## src/rtl/rom_loader.sv

```systemverilog
// rom_loader: turns the system ROM byte stream into 16-bit writes to the core's
// ROM memory port.
//
// Optional header bytes are dropped, payload bytes are packed little-endian
// into words ({odd byte, even byte}), and words are staged in a small FIFO.
// The FIFO is drained one word at a time over a we/ready handshake.
//
// Ports:
//   clk, reset          system clock, synchronous active-high reset
//   rom_loading         high for the duration of a ROM transfer
//   rom_do/rom_do_valid ROM byte and its one-cycle strobe
//   mem_addr/mem_din    word address and data of the current write
//   mem_we/mem_ready    write request (held) / write accepted
//   busy                loader is not idle
//   loading_done        one-cycle pulse once every word has been written
//   rom_size            payload bytes accepted (header excluded), saturating
//   overflow            sticky: a word was lost on a full FIFO
//   checksum            (only with ROM_CHECKSUM_EN) 16-bit sum of payload bytes
//
// Build option: define ROM_CHECKSUM_EN to add the checksum port and adder.
module rom_loader #(
  parameter int unsigned ADDR_W      = 22,
  parameter int unsigned FIFO_DEPTH  = 8,
  parameter int unsigned HEADER_SKIP = 0
) (
  input  logic              clk,
  input  logic              reset,
  input  logic              rom_loading,
  input  logic [7:0]        rom_do,
  input  logic              rom_do_valid,
  output logic [ADDR_W-1:0] mem_addr,
  output logic [15:0]       mem_din,
  output logic              mem_we,
  input  logic              mem_ready,
  output logic              busy,
  output logic              loading_done,
  output logic [ADDR_W+1:0] rom_size,
  output logic              overflow
`ifdef ROM_CHECKSUM_EN
  ,
  output logic [15:0]       checksum
`endif
);

  localparam int unsigned PTR_W  = $clog2(FIFO_DEPTH);
  localparam int unsigned CNT_W  = PTR_W + 1;
  localparam int unsigned SKIP_W = $clog2(HEADER_SKIP + 2);
  localparam int unsigned SIZE_W = ADDR_W + 2;

  typedef enum logic [1:0] {
    IDLE,
    LOAD,
    FLUSH,
    DONE
  } state_t;

  state_t            state;
  logic [SKIP_W-1:0] skip_cnt;
  logic              phase;
  logic [7:0]        low_byte;

  logic [15:0]       fifo_mem [FIFO_DEPTH];
  logic [PTR_W-1:0]  wr_ptr;
  logic [PTR_W-1:0]  rd_ptr;
  logic [CNT_W-1:0]  count;

  logic              take;
  logic              in_header;
  logic              payload;
  logic              load_end;
  logic              pop;
  logic              full;
  logic              push_req;
  logic              push_ok;
  logic [15:0]       push_data;

  assign take      = (state == LOAD) && rom_do_valid;
  assign in_header = (skip_cnt != SKIP_W'(HEADER_SKIP));
  assign payload   = take && !in_header;
  assign load_end  = (state == LOAD) && !rom_loading;
  assign pop       = (state != IDLE) && !mem_we && (count != '0);
  assign full      = (count == CNT_W'(FIFO_DEPTH));
  // A pop in the same cycle frees the slot, so a full FIFO still takes the push.
  assign push_ok   = push_req && (!full || pop);

  // At most one push per cycle: a completed pair, or the padded final byte when
  // the transfer ends (including an even byte arriving on the closing cycle).
  always_comb begin
    push_req  = 1'b0;
    push_data = '0;
    if (payload && phase) begin
      push_req  = 1'b1;
      push_data = {rom_do, low_byte};
    end else if (load_end && payload) begin
      push_req  = 1'b1;
      push_data = {8'h00, rom_do};
    end else if (load_end && phase) begin
      push_req  = 1'b1;
      push_data = {8'h00, low_byte};
    end
  end

  always_ff @(posedge clk) begin
    if (push_ok) begin
      fifo_mem[wr_ptr] <= push_data;
    end
  end

  always_ff @(posedge clk) begin
    if (reset) begin
      state        <= IDLE;
      skip_cnt     <= '0;
      phase        <= 1'b0;
      low_byte     <= '0;
      wr_ptr       <= '0;
      rd_ptr       <= '0;
      count        <= '0;
      mem_addr     <= '0;
      mem_din      <= '0;
      mem_we       <= 1'b0;
      busy         <= 1'b0;
      loading_done <= 1'b0;
      rom_size     <= '0;
      overflow     <= 1'b0;
`ifdef ROM_CHECKSUM_EN
      checksum     <= '0;
`endif
    end else begin
      loading_done <= 1'b0;

      case (state)
        IDLE: begin
          if (rom_loading) begin
            state    <= LOAD;
            busy     <= 1'b1;
            skip_cnt <= '0;
            phase    <= 1'b0;
            mem_addr <= '0;
            rom_size <= '0;
            overflow <= 1'b0;
`ifdef ROM_CHECKSUM_EN
            checksum <= '0;
`endif
          end
        end
        LOAD: begin
          if (take) begin
            if (in_header) begin
              skip_cnt <= skip_cnt + SKIP_W'(1);
            end else begin
              phase <= ~phase;
              if (!phase) begin
                low_byte <= rom_do;
              end
              if (rom_size != '1) begin
                rom_size <= rom_size + SIZE_W'(1);
              end
`ifdef ROM_CHECKSUM_EN
              checksum <= checksum + 16'(rom_do);
`endif
            end
          end
          if (!rom_loading) begin
            state <= FLUSH;
            phase <= 1'b0;
          end
        end
        FLUSH: begin
          if (count == '0 && !mem_we) begin
            state        <= DONE;
            loading_done <= 1'b1;
          end
        end
        DONE: begin
          state <= IDLE;
          busy  <= 1'b0;
        end
        default: state <= IDLE;
      endcase

      if (push_req && !push_ok) begin
        overflow <= 1'b1;
      end
      if (push_ok) begin
        wr_ptr <= wr_ptr + PTR_W'(1);
      end
      if (pop) begin
        rd_ptr  <= rd_ptr + PTR_W'(1);
        mem_din <= fifo_mem[rd_ptr];
        mem_we  <= 1'b1;
      end else if (mem_we && mem_ready) begin
        mem_we   <= 1'b0;
        mem_addr <= mem_addr + ADDR_W'(1);
      end
      if (push_ok && !pop) begin
        count <= count + CNT_W'(1);
      end else if (pop && !push_ok) begin
        count <= count - CNT_W'(1);
      end
    end
  end

endmodule
```

## config.mk

```make
export PLATFORM = sky130hd
export DESIGN_NAME = rom_loader
export DESIGN_NICKNAME = d
export VERILOG_FILES = /design/src/rtl/rom_loader.sv
export SDC_FILE = /design/constraint.sdc
export NUM_CORES = 1
export LEC_CHECK = 0
export CAP_MARGIN = 10
export CORE_MARGIN = 4
export CORE_UTILIZATION = 60
export DETAILED_ROUTE_END_ITERATION = 12
export PLACE_DENSITY = 0.89
export SYNTH_ARGS = -nofsm -noshare
export SYNTH_HDL_FRONTEND = slang
export SYNTH_SLANG_ARGS = --single-unit
```

## constraint.sdc

```tcl
create_clock -name clk -period 9.8 [get_ports clk]
set_clock_uncertainty 0.15 [all_clocks]
set_input_delay 1.96 -clock clk [delete_from_list [all_inputs] [get_ports clk]]
set_output_delay 1.96 -clock clk [all_outputs]
set_load 0.05 [all_outputs]
```

==> summary.json, run 1 <==
{
  "run_status": {"value": "complete, no violations"},
  "tritoncts_clock_tree": {"value": "built"},
  "first_pass_iteration_count_of_the_detailed_router": {"value": 4},
  "cp-start-kind": {"value": "input port"},
  "skew_pair_late_insertion_delay": {"value": 0.50, "unit": "ns"},
  "synth-compound-area-share": {"value": 8.06, "unit": "%"},
  "p_sw_share": {"value": 31.5, "unit": "%"},
  "synthesis.instances": {"value": 707},
  "synth-simple-area-share": {"value": 13.7, "unit": "%"},
  "fp.dieW": {"value": 132, "unit": "microns"},
  "cts_hold_buf": {"value": 0},
  "synth.top_cell.area_share": {"value": 42.0, "unit": "%"},
  "gp_congestion": {"value": 0.858},
  "synth.avg_cell_area": {"value": 13.0, "unit": "sq um"},
  "tightest_slew": {"value": 1.23, "unit": "ns"},
  "ioPinCount": {"value": 79},
  "max_freq": {"value": 199, "unit": "MHz"},
  "cts.sinks": {"value": 215},
  "cts_buffers": {"value": 22},
  "final.min_clock_period": {"value": 5.03, "unit": "ns"},
  "fp-row-count": {"value": 44},
  "stdcell_count": {"value": 979},
  "syn_to_final_growth": {"value": 17.7, "unit": "%"},
  "cap_viol_max_count": {"value": 0},
  "finish.instance_area": {"value": 10800, "unit": "sq um"},
  "syn_nets": {"value": 732},
  "core_area": {"value": 14800, "unit": "sq um"},
  "post_synth_fa_ha_maj_area_fraction": {"value": 1.83, "unit": "%"},
  "worstPathRequired": {"value": 10.07, "unit": "ns"},
  "xor_xnor_share_of_the_synthesized_area": {"value": 2.20, "unit": "%"},
  "ys_seq_area_share": {"value": 61.0, "unit": "%"},
  "total_number_of_vias": {"value": 6170},
  "grt.total_usage": {"value": 23.2, "unit": "%"},
  "post-route-period-util": {"value": 51.3, "unit": "%"},
  "power_density": {"value": 237, "unit": "nW/um^2"},
  "drive_above_1_share": {"value": 12.8, "unit": "%"},
  "cp_data_arrival_time": {"value": 5.30, "unit": "ns"},
  "antenna_found_initial": {"value": 0},
  "final.setup.tns": {"value": 0, "unit": "ns"},
  "power.leakage": {"value": 3.51, "unit": "nW"},
  "place.detailed.instances": {"value": 939},
  "timing_max_transition_violations_final": {"value": 0},
  "setup.reg_to_reg.worst_slack": {"value": 6.24, "unit": "ns"},
  "hp-class": {"value": "flop to flop"},
  "detail-route-antenna-nets": {"value": 0},
  "grt_pass1_vias": {"value": 6332},
  "total_power": {"value": 2.55, "unit": "mW"},
  "yosysTopAreaCell": {"value": "edfxtp_1"},
  "synth_enable_flop_cells": {"value": 128},
  "setup_repair_after_global_routing_missed_its_margin": {"value": "false"},
  "setup_viol": {"value": 0},
  "total_switching_power": {"value": 804, "unit": "uW"},
  "power.internal": {"value": 1.75, "unit": "mW"},
  "cts_htree_levels": {"value": 1},
  "peak_supply_drop": {"value": 0.153, "unit": "mV"},
  "finalHoldViolCount": {"value": 0},
  "post_drt_wl_per_cell": {"value": 20.6, "unit": "microns"},
  "clock_power_share": {"value": 31.7, "unit": "%"},
  "crit_fanout": {"value": 16},
  "vias_per_cell": {"value": 6.30},
  "netlist-cell-type-count": {"value": 65},
  "cts-resized-gates": {"value": 0},
  "die_height": {"value": 132, "unit": "microns"},
  "post_synthesis_register_bit_count": {"value": 215},
  "postSynth.topFlopCell": {"value": "edfxtp_1"},
  "totalWireLength": {"value": 20.2, "unit": "mm"},
  "numnets_final": {"value": 804},
  "pin_count_of_the_biggest_net_entering_global_routing": {"value": 54},
  "timing.slew.headroom": {"value": 18.1, "unit": "%"},
  "combPwrFrac": {"value": 26.5, "unit": "%"},
  "synth_top_family_by_area": {"value": "simple AND/OR/NAND/NOR gates"},
  "syn_area": {"value": 9160, "unit": "sq um"},
  "place.port_buffers": {"value": 78},
  "dp_hpwl": {"value": 12.6, "unit": "mm"},
  "post-route-util": {"value": 73.1, "unit": "%"},
  "timing.critical_path.to_type": {"value": "flop"},
  "post-cts-setup-buffers": {"value": 0},
  "clkSlewWorstSetupHoldPaths": {"value": 0.06, "unit": "ns"},
  "grt_first_pass_wirelength": {"value": 32.7, "unit": "mm"},
  "power.share.sequential": {"value": 41.9, "unit": "%"},
  "top_area_cells_in_the_synthesized_netlist": {"value": "edfxtp_1, dfxtp_1, mux4_2"},
  "insertedDiodeCount": {"value": 0},
  "yosysWarnings": {"value": 0},
  "total_die_area": {"value": 17300, "unit": "sq um"},
  "post-route-drc-count": {"value": 0},
  "floorplan.initialDensity": {"value": 62.1, "unit": "%"},
  "asyncSetResetFlopFracSynth": {"value": 0, "unit": "%"},
  "cts_root_buf": {"value": "clkbuf_16"},
  "drt_iter0_markers": {"value": 396},
  "dpl-instance-area": {"value": 10100, "unit": "sq um"},
  "cts.path.max_buffers": {"value": 3},
  "worstSetupPathType": {"value": "input port to flop"},
  "synth.area.mux_share": {"value": 10.6, "unit": "%"},
  "grt.overflow.total": {"value": 0}
}
-- layout by cell type (no fill, tap or decap), types with 6 or more instances in the layout --
| master | instances |
|---|---|
| a211oi_1 | 17 |
| mux2i_1 | 22 |
| inv_1 | 12 |
| xor2_1 | 16 |
| dfxtp_1 | 85 |
| o21ai_0 | 14 |
| mux4_2 | 32 |
| nand4_1 | 17 |
| ha_1 | 11 |
| nand3_1 | 29 |
| nand2_1 | 61 |
| nor2_1 | 56 |
| xnor2_1 | 7 |
| and4_1 | 6 |
| and3_1 | 6 |
| clkbuf_16 | 23 |
| edfxtp_1 | 128 |
| clkdlybuf4s50_1 | 77 |
| a21oi_1 | 39 |
| o211ai_1 | 13 |
| clkbuf_1 | 6 |
| nor3_1 | 6 |
| o31ai_1 | 8 |
| buf_4 | 7 |
| and2_1 | 11 |
-- worst paths after layout --
check	end	startpoint	cells past startpoint
max	count[3]	rom_loading	13
min	low_byte[7]	low_byte[7]	2
max reg2reg	count[3]	state[1]	12
min reg2reg	low_byte[7]	low_byte[7]	2
-- through the flow --
step	worst slack [ns]	hold slack (ns)
finish	4.77	0.310
global route	4.60	0.334
CTS	4.82	0.309
global placement	4.57	0.288
detailed placement	4.33	0.295
floorplan	5.01	0.283
-- critical path, cell delays in order --
cell	delay, ns
clkdlybuf4s50_1	0.81
inv_1	0.09
maj3_1	0.40
nand3_1	0.37
inv_1	0.10
ha_1	0.23
inv_1	0.13
ha_1	0.25
a21o_1	0.18
a21oi_1	0.22
xnor2_1	0.11
or3_1	0.31
a21oi_1	0.15
-- cell usage after synthesis, types with 3 or more instances --
cell type,number
a211oi_1,17
a21oi_1,39
a31oi_1,5
and2_1,11
and3_1,6
and4_1,6
buf_1,3
buf_2,15
buf_4,7
clkbuf_1,11
dfxtp_1,87
edfxtp_1,128
ha_1,11
inv_1,12
mux2i_1,22
mux4_2,32
nand2_1,61
nand2b_1,5
nand3_1,29
nand4_1,17
nand4_2,3
nor2_1,59
nor3_1,10
nor4_4,3
o211ai_1,13
o21ai_0,14
o21ai_1,3
o31ai_1,8
or2_1,3
or3_1,4
xnor2_1,7
xor2_1,16
-- flip-flops by register name (all words and copies together) (netlist names) --
register	flops
mem_din	16
loading_done	1
low_byte	8
overflow	1
count	4
wr_ptr	3
rd_ptr	3
phase	1
busy	1
fifo_mem	128
rom_size	24
mem_addr	22
state	2
mem_we	1
-- area by class of cell --
cell class / count / area, sq um
Inverter: 12 / 45.0
Timing Repair Buffer: 85 / 828
Fill cell: 944 / 3970
Sequential cell: 215 / 5590
Clock inverter: 7 / 55.1
Tap cell: 184 / 230
Clock buffer: 33 / 653
Multi-Input combinational cell: 443 / 3380
-- logic make-up (layout without fill, tap and decap cells) --
| group | count (synthesis) | count (layout) |
|---|---|---|
| AOI/OAI and AO/OA | 116 | 116 |
| and+or+nand+nor | 234 | 234 |
| muxes | 57 | 57 |
| adders and majority gates | 13 | 13 |
| buffers and inverters | 49 | 137 |
| xor gates and xnor gates | 23 | 23 |
| DFF | 215 | 215 |
-- routing by layer --
layer	vias up	GRT usage [%]	routed length, microns
met2	265	39.8	10200
met4	0	7.18	428
li1	2840	-	-
met3	36	4.70	1430
met1	3029	30.0	8090
met5	-	0	0
-- power by group through the flow --
stage	clock network (mW)	registers, mW	logic [mW]
2_1_floorplan	0	1.19	0.393
3_3_place_gp	0	1.08	0.641
5_1_grt	0.863	1.08	0.732
4_1_cts	0.819	1.07	0.681
3_5_place_dp	0	1.09	0.674
6_report	0.807	1.07	0.675
(Power assumes the default switching activity.)
==> run 2: changes to the inputs <==
--- a/config.mk
+++ b/config.mk
@@ -7,9 +7,9 @@
 export LEC_CHECK = 0
 export CAP_MARGIN = 10
 export CORE_MARGIN = 4
-export CORE_UTILIZATION = 60
+export CORE_UTILIZATION = 52
 export DETAILED_ROUTE_END_ITERATION = 12
-export PLACE_DENSITY = 0.89
+export PLACE_DENSITY = 0.83
 export SYNTH_ARGS = -nofsm -noshare
 export SYNTH_HDL_FRONTEND = slang
 export SYNTH_SLANG_ARGS = --single-unit
==> constraint.sdc (replaced) <==
create_clock -name clk -period 4.6 [get_ports clk]
set_clock_uncertainty 0.15 [all_clocks]
set_input_delay 0.92 -clock clk [delete_from_list [all_inputs] [get_ports clk]]
set_output_delay 0.92 -clock clk [all_outputs]
set_load 0.05 [all_outputs]
==> summary.json, run 2 (synthesized netlist as in run 1, its figures left out) <==
{
  "drt_iter0_markers": {"value": 425},
  "hp-class": {"value": "flop to flop"},
  "worstSetupPathType": {"value": "input port to flop"},
  "cell_with_the_biggest_individual_delay_on_the_critical_path": {"value": "clkdlybuf4s50_1"},
  "grt.overflow.total": {"value": 0},
  "power.leakage": {"value": 3.55, "unit": "nW"},
  "place.port_buffers": {"value": 78},
  "timing.slew.headroom": {"value": 41.8, "unit": "%"},
  "critPathLaunch": {"value": "rom_loading"},
  "cp_cell_sequence": {"value": "clkdlybuf4s50_1, inv_1, maj3_1, nand3_1, inv_1, ha_1, inv_1, ha_1, a21o_1, a21oi_1, xnor2_1, or3_1, a21oi_1"},
  "clkSlewWorstSetupHoldPaths": {"value": 0.06, "unit": "ns"},
  "setup_viol": {"value": 0},
  "drive_above_1_share": {"value": 13.4, "unit": "%"},
  "cp_data_arrival_time": {"value": 3.79, "unit": "ns"},
  "cts.sinks": {"value": 215},
  "largest_register_by_flop_count": {"value": "fifo_mem"},
  "grt_pass1_vias": {"value": 6006},
  "total_power": {"value": 5.35, "unit": "mW"},
  "crit_fanout": {"value": 7},
  "cts_buffers": {"value": 22},
  "setup_ws": {"value": 1.09, "unit": "ns"},
  "gp_congestion": {"value": 0.792},
  "cts_root_buf": {"value": "clkbuf_16"},
  "total_number_of_vias": {"value": 6081},
  "insertedDiodeCount": {"value": 0},
  "final.setup.tns": {"value": 0, "unit": "ns"},
  "timing_max_transition_violations_final": {"value": 0},
  "critical_path.top_delay_family": {"value": "adder cells"},
  "grt_first_pass_wirelength": {"value": 32.2, "unit": "mm"},
  "detailedPlace.worstSlack": {"value": 0.613, "unit": "ns"},
  "cts_hold_buf": {"value": 0},
  "post-route-drc-count": {"value": 0},
  "setup_repair_after_global_routing_missed_its_margin": {"value": "false"},
  "critical_r2r_launch": {"value": "state[0]"},
  "total_die_area": {"value": 19800, "unit": "sq um"},
  "fp.dieW": {"value": 141, "unit": "microns"},
  "vias_per_cell": {"value": 5.91},
  "numnets_final": {"value": 813},
  "cpPeakStageDelay": {"value": 0.53, "unit": "ns"},
  "totalWireLength": {"value": 19.9, "unit": "mm"},
  "final.min_clock_period": {"value": 3.51, "unit": "ns"},
  "post-route-period-util": {"value": 76.3, "unit": "%"},
  "timing.critical_path.mode_cell": {"value": "inv_1"},
  "finalHoldViolCount": {"value": 0},
  "antenna_found_initial": {"value": 0},
  "cap_viol_max_count": {"value": 0},
  "tritoncts_clock_tree": {"value": "built"},
  "peak_supply_drop": {"value": 0.286, "unit": "mV"},
  "die_height": {"value": 141, "unit": "microns"},
  "detail-route-antenna-nets": {"value": 0},
  "grt.total_usage": {"value": 20.2, "unit": "%"},
  "ioPinCount": {"value": 79},
  "core_area": {"value": 17300, "unit": "sq um"},
  "cts.path.max_buffers": {"value": 3},
  "syn_to_final_growth": {"value": 18.5, "unit": "%"},
  "worstPathRequired": {"value": 4.88, "unit": "ns"},
  "max_freq": {"value": 285, "unit": "MHz"},
  "mostFrequentLayoutCell": {"value": "edfxtp_1"},
  "post-cts-setup-buffers": {"value": 0},
  "floorplan.initialDensity": {"value": 52.9, "unit": "%"},
  "worst_hold_slack": {"value": 0.306, "unit": "ns"},
  "biggestRegsByFlops": {"value": "fifo_mem: 128 flops, rom_size: 24 flops, mem_addr: 22 flops"},
  "fp-row-count": {"value": 48},
  "cts-resized-gates": {"value": 0},
  "critPathBufInv": {"value": 4},
  "cp-start-kind": {"value": "input port"},
  "run_status": {"value": "complete, no violations"},
  "timing.critical_path.to_type": {"value": "flop"},
  "skew_pair_late_insertion_delay": {"value": 0.51, "unit": "ns"},
  "pin_count_of_the_biggest_net_entering_global_routing": {"value": 52},
  "power_density": {"value": 493, "unit": "nW/um^2"},
  "cts_htree_levels": {"value": 1},
  "hold_path.startpoint": {"value": "low_byte[1]"},
  "dp_hpwl": {"value": 12.5, "unit": "mm"},
  "layout.cells.most_common_list": {"value": "edfxtp_1, dfxtp_1, clkdlybuf4s50_1"},
  "first_pass_iteration_count_of_the_detailed_router": {"value": 5},
  "largest_register_ff_count": {"value": 128},
  "post_drt_wl_per_cell": {"value": 19.3, "unit": "microns"},
  "tightest_slew": {"value": 0.874, "unit": "ns"}
}
[run 2: stage by stage]
| stage | utilization, % | cell area [sq um] | instances |
|---|---|---|---|
| 2_1_floorplan | - | 9160 | 707 |
| 3_3_place_gp | 58.8 | 10200 | 989 |
| 3_5_place_dp | 58.8 | 10200 | 989 |
| 4_1_cts | 62.7 | 10800 | 1029 |
| 5_1_grt | 62.7 | 10800 | 1029 |
| 6_report | 62.7 | 10800 | 1029 |
[run 2: per-layer routing]
layer  track usage, %  share of wire (%)  vias up
li1                 -                  -     2849
met1             26.7                 41     2987
met2             34.5                 51      216
met3             3.97                7.0       29
met4             5.41                1.6        0
met5                0                  0        -
[run 2: worst reg2reg max path, stage by stage (launching register included)]
cell and delay (ns):
dfxtp_1 0.37, inv_1 0.09, ha_1 0.33, o211ai_1 0.40, nand3_1 0.36, inv_1 0.13
ha_1 0.18, inv_1 0.09, ha_1 0.27, a21o_1 0.17, a21oi_1 0.17, xnor2_1 0.10
or3_1 0.33, a21oi_1 0.14
[run 2: cell type report]
type                       count  area, sq um
clock buffer                  30          611
tap                          225          282
multi-input combinational    443         3370
sequential                   215         5590
inverter                      12         45.0
timing repair buffer          94          896
fill                        1269         6450
clock inverter                10         60.1
[run 2: report_power, final]
group          internal, mW  switching [mW]  total [mW]  leakage [nW]
logic                 0.524           0.862        1.39          1.32
registers              2.17           0.149        2.32          1.90
clock network         0.932           0.719        1.65         0.332
total                  3.62            1.73        5.35          3.55
[run 2: worst paths after layout]
kind	slack, ns	endpoint	cells past startpoint
setup / recovery	1.09	count[3]	13
hold / removal	0.31	low_byte[1]	2
setup reg to reg	1.23	count[3]	13
hold reg to reg	0.31	low_byte[1]	2
==> run 3: changes to the inputs <==
--- a/config.mk
+++ b/config.mk
@@ -7,9 +7,9 @@
 export LEC_CHECK = 0
 export CAP_MARGIN = 10
 export CORE_MARGIN = 4
-export CORE_UTILIZATION = 52
+export CORE_UTILIZATION = 58
 export DETAILED_ROUTE_END_ITERATION = 12
-export PLACE_DENSITY = 0.83
+export PLACE_DENSITY = 0.87
 export SYNTH_ARGS = -nofsm -noshare
 export SYNTH_HDL_FRONTEND = slang
 export SYNTH_SLANG_ARGS = --single-unit
==> constraint.sdc (replaced) <==
create_clock -name clk -period 3.5 [get_ports clk]
set_clock_uncertainty 0.15 [all_clocks]
set_input_delay 0.7 -clock clk [delete_from_list [all_inputs] [get_ports clk]]
set_output_delay 0.7 -clock clk [all_outputs]
set_load 0.05 [all_outputs]
==> summary.json, run 3 (synthesized netlist as in run 1, its figures left out) <==
{
  "run_status": {"value": "complete, no violations"},
  "grt.overflow.total": {"value": 0},
  "dp_hpwl": {"value": 12.9, "unit": "mm"},
  "power.share.sequential": {"value": 40.7, "unit": "%"},
  "worstSetupPathType": {"value": "flop to flop"},
  "max_freq": {"value": 325, "unit": "MHz"},
  "post-cts-setup-buffers": {"value": 0},
  "total_power": {"value": 7.43, "unit": "mW"},
  "timing_max_transition_violations_final": {"value": 0},
  "post-route-util": {"value": 71.8, "unit": "%"},
  "syn_to_final_growth": {"value": 20.0, "unit": "%"},
  "timing.critical_path.to_type": {"value": "flop"},
  "totalWireLength": {"value": 20.4, "unit": "mm"},
  "tightest_slew": {"value": 0.903, "unit": "ns"},
  "core_area": {"value": 15300, "unit": "sq um"},
  "cts_root_buf": {"value": "clkbuf_16"},
  "post-route-period-util": {"value": 87.9, "unit": "%"},
  "finalHoldViolCount": {"value": 0},
  "insertedDiodeCount": {"value": 0},
  "skew_pair_late_insertion_delay": {"value": 0.50, "unit": "ns"},
  "timing.slew.headroom": {"value": 39.8, "unit": "%"},
  "critPathLaunch": {"value": "state[0]"},
  "fp-row-count": {"value": 45},
  "post-route-drc-count": {"value": 0},
  "peak_supply_drop": {"value": 0.519, "unit": "mV"},
  "total_die_area": {"value": 17900, "unit": "sq um"},
  "worst_hold_slack": {"value": 0.311, "unit": "ns"},
  "p_sw_share": {"value": 30.9, "unit": "%"},
  "cpPeakStageDelay": {"value": 0.36, "unit": "ns"},
  "grt_pass1_vias": {"value": 6387},
  "finish.instance_area": {"value": 11000, "unit": "sq um"},
  "grt.total_usage": {"value": 23.2, "unit": "%"},
  "die_height": {"value": 134, "unit": "microns"},
  "total_switching_power": {"value": 2.30, "unit": "mW"},
  "power.internal": {"value": 5.13, "unit": "mW"},
  "power.leakage": {"value": 3.63, "unit": "nW"},
  "cts-resized-gates": {"value": 0},
  "cell_with_the_biggest_individual_delay_on_the_critical_path": {"value": "dfxtp_1"},
  "length_of_routed_met2_wiring": {"value": 10.3, "unit": "mm"},
  "cap_viol_max_count": {"value": 0},
  "worstPathRequired": {"value": 3.78, "unit": "ns"},
  "cp_cell_sequence": {"value": "inv_1, ha_1, o211ai_1, nand3_1, inv_1, ha_1, inv_1, ha_1, a21o_1, a21oi_1, xnor2_1, or3_1, a21oi_1"},
  "clkSlewWorstSetupHoldPaths": {"value": 0.06, "unit": "ns"},
  "numnets_final": {"value": 816},
  "cts_hold_buf": {"value": 0},
  "largest_register_ff_count": {"value": 128},
  "cts_buffers": {"value": 22},
  "total_number_of_vias": {"value": 6291},
  "met1Wirelength": {"value": 8.14, "unit": "mm"},
  "ioPinCount": {"value": 79},
  "drive_above_1_share": {"value": 14.5, "unit": "%"},
  "biggestRegsByFlops": {"value": "fifo_mem: 128 flops, rom_size: 24 flops, mem_addr: 22 flops"},
  "critical_r2r_launch": {"value": "state[0]"},
  "grt_first_pass_wirelength": {"value": 33.3, "unit": "mm"},
  "place.port_buffers": {"value": 78},
  "fp.dieW": {"value": 134, "unit": "microns"},
  "hold_path.startpoint": {"value": "low_byte[3]"},
  "topRoutingLayerUsed": {"value": "met4"},
  "final.min_clock_period": {"value": 3.07, "unit": "ns"},
  "hp-class": {"value": "flop to flop"},
  "final.setup.tns": {"value": 0, "unit": "ns"},
  "cp_data_arrival_time": {"value": 3.35, "unit": "ns"},
  "pin_count_of_the_biggest_net_entering_global_routing": {"value": 52},
  "clock_power_share": {"value": 33.9, "unit": "%"},
  "critPathBufInv": {"value": 3},
  "critical_path.top_delay_family": {"value": "compound AO/OA/AOI/OAI gates"},
  "drt_iter0_markers": {"value": 433},
  "setup_repair_after_global_routing_missed_its_margin": {"value": "false"},
  "cp-start-kind": {"value": "flop"},
  "dpl-instance-area": {"value": 10200, "unit": "sq um"},
  "floorplan.initialDensity": {"value": 59.8, "unit": "%"},
  "cts.path.max_buffers": {"value": 3},
  "layout.cells.most_common_list": {"value": "edfxtp_1, dfxtp_1, clkdlybuf4s50_1"},
  "tritoncts_clock_tree": {"value": "built"},
  "mostFrequentLayoutCell": {"value": "edfxtp_1"},
  "vias_per_cell": {"value": 6.18},
  "crit_fanout": {"value": 9},
  "filler_cell_count": {"value": 994},
  "wl_met3": {"value": 1.51, "unit": "mm"},
  "gp_congestion": {"value": 0.876},
  "setup_viol": {"value": 0},
  "detail-route-antenna-nets": {"value": 0},
  "cts.sinks": {"value": 215},
  "post_drt_wl_per_cell": {"value": 20.0, "unit": "microns"},
  "antenna_found_initial": {"value": 0},
  "combPwrFrac": {"value": 25.4, "unit": "%"},
  "cts_htree_levels": {"value": 1},
  "largest_register_by_flop_count": {"value": "fifo_mem"},
  "first_pass_iteration_count_of_the_detailed_router": {"value": 5},
  "power_density": {"value": 676, "unit": "nW/um^2"}
}
-- run 3: power by group through the flow --
stage / Combinational, mW / Sequential [mW] / Clock [mW]
after floorplan: 1.10 / 3.34 / 0
after global placement: 1.81 / 3.06 / 0
after detailed placement: 1.89 / 3.08 / 0
after CTS: 1.90 / 3.03 / 2.55
after global routing: 2.05 / 3.05 / 2.67
final: 1.89 / 3.02 / 2.52
-- run 3: final cells by class --
cell class	instances	area (sq um)	share of cell area, %
Clock buffer	28	634	5.77
Sequential cell	215	5590	50.8
Clock inverter	12	160	1.46
Tap cell	211	264	2.40
Multi-Input combinational cell	443	3370	30.6
Timing Repair Buffer	97	931	8.47
Inverter	12	45.0	0.410
-- run 3: path summary, 6_finish.rpt --
check / cells past startpoint / slack (ns) / endpoint
max: 13 / 0.43 / count[3]
min: 2 / 0.31 / low_byte[3]
max reg2reg: 13 / 0.43 / count[3]
min reg2reg: 2 / 0.31 / low_byte[3]
-- run 3: per-layer routing --
| metal | vias to the layer above | GRT usage, % |
|---|---|---|
| met1 | 3115 | 30.4 |
| met4 | 0 | 7.09 |
| met5 | - | 0 |
| li1 | 2861 | - |
| met3 | 38 | 4.08 |
| met2 | 277 | 39.7 |
-- run 3: worst reg2reg max path: cells and delay by family, from the launching register on --
| kind | cells | cell delay, ns |
|---|---|---|
| AO/OA/AOI/OAI | 4 | 0.87 |
| AND/OR/NAND/NOR | 2 | 0.49 |
| buffers and inverters | 3 | 0.27 |
| XOR/XNOR | 1 | 0.10 |
| adder cells (fa/ha/maj) | 3 | 0.78 |
| flip-flops | 1 | 0.36 |
-- run 3: stage by stage --
step | worst slack (ns) | std cells
after floorplan | 0.363 | 707
after global placement | 0.140 | 978
after detailed placement | 0.0117 | 978
after CTS | 0.420 | 1018
after global routing | 0.202 | 1018
final | 0.425 | 1018
